$ cat src/rtl/cmp_sort4_ctrl.sv
// rtl/cmp_sort4_ctrl.sv - four-word sorter built around one time-shared 4-bit magnitude comparator

// 4-bit Eq/Gt/Lt magnitude comparator
module cmp4_mag (
   input  logic [3:0] a,
   input  logic [3:0] b,
   output logic       eq,
   output logic       gt,
   output logic       lt
);

   assign eq = (a == b);
   assign gt = (a > b);
   assign lt = (a < b);

endmodule

// Load four words, bubble-sort them in six compare-and-swap steps, then drain them
module cmp_sort4_ctrl #(
   parameter bit DESCEND = 1'b0
) (
   input  logic       clk,
   input  logic       rst,
   input  logic       in_valid,
   input  logic [3:0] in_data,
   output logic       in_ready,
   output logic       out_valid,
   output logic [3:0] out_data,
   input  logic       out_ready,
   output logic       out_last,
   output logic [2:0] swaps,
   output logic       busy
);

   typedef enum logic [1:0] {
      ST_LOAD  = 2'd0,
      ST_SORT  = 2'd1,
      ST_DRAIN = 2'd2
   } state_t;

   state_t     state;
   logic [3:0] r [4];
   logic [1:0] k;
   logic [2:0] s;
   logic [1:0] pi;
   logic [1:0] pj;
   logic       cmp_eq;
   logic       cmp_gt;
   logic       cmp_lt;
   logic       do_swap;

   // Bubble schedule: pairs (0,1),(1,2),(2,3),(0,1),(1,2),(0,1) for steps 0..5
   always_comb begin
      pi = 2'd0;
      case (s)
         3'd0, 3'd3, 3'd5: pi = 2'd0;
         3'd1, 3'd4:       pi = 2'd1;
         3'd2:             pi = 2'd2;
         default:          pi = 2'd0;
      endcase
   end

   assign pj = pi + 2'd1;

   cmp4_mag u_cmp (
      .a  (r[pi]),
      .b  (r[pj]),
      .eq (cmp_eq),
      .gt (cmp_gt),
      .lt (cmp_lt)
   );

   // Equal words never swap, which keeps the sort stable
   assign do_swap  = ~cmp_eq & (DESCEND ? cmp_lt : cmp_gt);

   assign out_data = r[k];

   // Controller: state, word registers, counters and registered handshake flags
   always_ff @(posedge clk or posedge rst) begin
      if (rst) begin
         state     <= ST_LOAD;
         for (int i = 0; i < 4; i++) begin
            r[i] <= 4'd0;
         end
         k         <= 2'd0;
         s         <= 3'd0;
         swaps     <= 3'd0;
         in_ready  <= 1'b1;
         out_valid <= 1'b0;
         out_last  <= 1'b0;
         busy      <= 1'b0;
      end else begin
         case (state)
            ST_LOAD: begin
               if (in_valid && in_ready) begin
                  r[k] <= in_data;
                  k    <= k + 2'd1;
                  if (k == 2'd3) begin
                     s        <= 3'd0;
                     swaps    <= 3'd0;
                     in_ready <= 1'b0;
                     busy     <= 1'b1;
                     state    <= ST_SORT;
                  end
               end
            end
            ST_SORT: begin
               if (do_swap) begin
                  r[pi] <= r[pj];
                  r[pj] <= r[pi];
                  swaps <= swaps + 3'd1;
               end
               if (s == 3'd5) begin
                  s         <= 3'd0;
                  out_valid <= 1'b1;
                  out_last  <= 1'b0;
                  state     <= ST_DRAIN;
               end else begin
                  s <= s + 3'd1;
               end
            end
            ST_DRAIN: begin
               if (out_valid && out_ready) begin
                  k        <= k + 2'd1;
                  out_last <= (k == 2'd2);
                  if (k == 2'd3) begin
                     out_valid <= 1'b0;
                     out_last  <= 1'b0;
                     busy      <= 1'b0;
                     in_ready  <= 1'b1;
                     state     <= ST_LOAD;
                  end
               end
            end
            default: begin
               state     <= ST_LOAD;
               k         <= 2'd0;
               in_ready  <= 1'b1;
               out_valid <= 1'b0;
               out_last  <= 1'b0;
               busy      <= 1'b0;
            end
         endcase
      end
   end

endmodule

$ cat config.mk
export PLATFORM = sky130hd
export DESIGN_NAME = cmp_sort4_ctrl
export DESIGN_NICKNAME = d
export VERILOG_FILES = /design/src/rtl/cmp_sort4_ctrl.sv
export SDC_FILE = /design/constraint.sdc
export NUM_CORES = 1
export LEC_CHECK = 0
export ABC_AREA = 1
export CAP_MARGIN = 20
export CORE_AREA = 2 2 89 57
export CTS_BUF_LIST = sky130_fd_sc_hd__clkbuf_8
export CTS_CLUSTER_SIZE = 30
export DETAILED_ROUTE_END_ITERATION = 6
export DIE_AREA = 0 0 91 59
export PLACE_DENSITY_LB_ADDON = 0.05
export SYNTH_ARGS = -nofsm -noshare
export SYNTH_HDL_FRONTEND = slang
export SYNTH_SLANG_ARGS = --single-unit
$ cat constraint.sdc
create_clock -name clk -period 9.3 [get_ports clk]
set_input_delay 1.86 -clock clk [delete_from_list [all_inputs] [get_ports clk]]
set_output_delay 1.86 -clock clk [all_outputs]
set_load 0.02 [all_outputs]
==> run metrics <==
Synth Register Bits 30; Post-Synthesis Cell Area 2416 sq um; Initial DRT Pass Iterations 5; CP Launch Type register; synth warn 0; crit path buf inv count 2; Hold Violations, Final 0; met3 usage 7.761%; EDFF count, synth 0; routed wire length a little under 7000 um; met2 Use GR between 30% and 40%; CTS H-Tree Depth 2; # hold bufs at CTS 0; GRT Residual Overflow 0; CTS buffer count 5; Worst Hold Class reg2reg; DRT antenna net count 0; Tot GR Track Use a little over a quarter; worst path arrival time ~2100 ps; Yosys cell types 33; fmax 252.3 MHz; synth top area cells dfrtp_1 30%, nand2_1 16%, nand3_1 14%, ha_1 7.8%, nor2_1 6.4%; Die Wd 91 um; status completed; placed inst area 2623 sq um; via count between 2000 and 3000; register area share after synthesis 31.12%; most frequent cell after synthesis nand2_1; Gate Count Post-Synth about 360; Place WS 5550 ps; RSZ-0062 raised after global routing no; RD Place Congestion 0.9524; minimum clock period 3964 ps; critical path type reg2out; Detailed Route Iter0 Violations 274; antenna violations before repair 0; Post-synth top cells 100 x nand2_1, 67 x nand3_1, 41 x nor2_1; setup repair bufs after CTS 0; # rows 19; Detailed Place HPWL 5001 um; nets 396; die area approximately 5400 sq um; port buffer count 18; clock transition at the registers of the reported paths about 60 ps; mean number of vias per cell 5.751; DRC viols 0; Die Height 59 um; Rel. slew slack 63.83%; CTS tree built; CTS max path bufs 2; mean area per synthesized cell 6.730 sq um; CP top delay family buffers and inverters; Clk Latency, worst-skew pair 290 ps; fin crit share 42.62%; io pins 19; critical path capture point type output port; Setup Skew between 6 and 7 ps; gr busiest metal met1; CP max stage delay roughly 630 ps; CTS Sinks 30; met1 usage 42.48%; crit-path cells inv_1 -> o21ai_0 -> o22ai_1 -> clkdlybuf4s50_1; max_cap viols 0; final worst slack about 5300 ps; Max Slew Vio Count 0; CTS Root Cell clkbuf_8; Critical Path RT roughly 7400 ps; Tightest Pin Transition 541.8 ps; syn_nets 382; register-to-register setup slack roughly 5400 ps; # setup viols final 0; final setup TNS 0 ps; Layout area overhead 12.33%; share of layout cells above drive strength 1 8.289%; Slowest-stage cell, CP clkdlybuf4s50_1; Max FO, Critical Path 13; ys async rst share 100.0%; Synth Flop Type dfrtp_1; Fill cells roughly 450; antenna cells 0; vias in the first global route approximately 2300; Post-CTS Resized 0; fin area 2714 sq um; area share of the largest cell type after synthesis a little under a third; wire length per cell 15.43 um; core area 4469 sq um; Yosys top cell by area dfrtp_1; largest net degree at the start of global routing 32; Starting Density between 50% and 60%; global-route wire length before repair ~11000 um
-- area by class of cell --
| class | instances | area, sq um | share of cell area [%] |
|---|---|---|---|
| Clock buffer | 6 | 82.58 | 3.043 |
| Tap cell | 63 | 78.83 | 2.905 |
| Clock inverter | 2 | 8.758 | 0.3227 |
| Timing Repair Buffer | 19 | 187.7 | 6.916 |
| Multi-Input combinational cell | 288 | 1495 | 55.09 |
| Sequential cell | 30 | 752.0 | 27.71 |
| Inverter | 29 | 108.9 | 4.011 |
-- per-stage QoR --
stage / hold WS, ps / util [%] / std cells
global placement: 454.1 / 58.68 / 429
finish: 477.6 / 60.72 / 437
floorplan: 471.5 / - / 359
CTS: 481.9 / 60.72 / 437
detailed placement: 469.8 / 58.68 / 429
global route: 499.2 / 60.72 / 437
-- tightest hold or removal path: cells and delay by family, from the launching register on --
kind	cells	cell delay, ps
flops	1	340
simple gates	2	100
-- per-layer routing --
metal | vias up | wire, um
met5 | - | 0
met4 | 0 | 144
met3 | 21 | 769
met2 | 145 | 2481
met1 | 1129 | 3349
li1 | 1218 | -
-- sequential cells by signal, summed over array words and instances, names as in the netlist --
signal and flops:
r 16, s 3, swaps 3, k 2, state 2, busy 1
in_ready 1, out_last 1, out_valid 1
-- cell families after synthesis --
group / count (synthesis) / synth area share [%]
xor gates and xnor gates: 1 / 0.3626
buffers and inverters: 41 / 6.991
adders and majority gates: 15 / 7.768
AOI/OAI and AO/OA: 28 / 6.836
DFF: 30 / 31.12
and+or+nand+nor: 244 / 46.92
-- final timing paths --
path,startpoint,to,cells after the start
max in group asynchronous,rst,in_ready$_DFFE_PP1P_,3
min reg2reg,busy$_DFFE_PP0P_,busy$_DFFE_PP0P_,2
max,k[0]$_DFFE_PP0P_,out_data[1],4
min in group asynchronous,rst,state[0]$_DFFE_PP0P_,3
min,busy$_DFFE_PP0P_,busy$_DFFE_PP0P_,2
max reg2reg,s[1]$_DFFE_PP0P_,r[8]$_DFFE_PP0P_,18
-- cell usage in the layout (no fill, tap or decap), drive strengths merged --
| cell | netlist | layout |
|---|---|---|
| a21oi | 5 | 5 |
| and2 | 4 | 4 |
| buf | 6 | 1 |
| clkbuf | 6 | 6 |
| clkdlybuf4s50 | 0 | 18 |
| clkinv | 1 | 2 |
| dfrtp | 29 | 29 |
| dfstp | 1 | 1 |
| ha | 15 | 15 |
| inv | 28 | 29 |
| nand2 | 103 | 103 |
| nand3 | 73 | 73 |
| nand4 | 12 | 12 |
| nor2 | 46 | 46 |
| nor3 | 5 | 5 |
| o21ai | 18 | 18 |
| o22ai | 5 | 5 |
| or2 | 1 | 1 |
| xor2 | 1 | 1 |
Power is not shown: default switching activity piles up to over one toggle a cycle in this logic, so the estimate is an artifact.
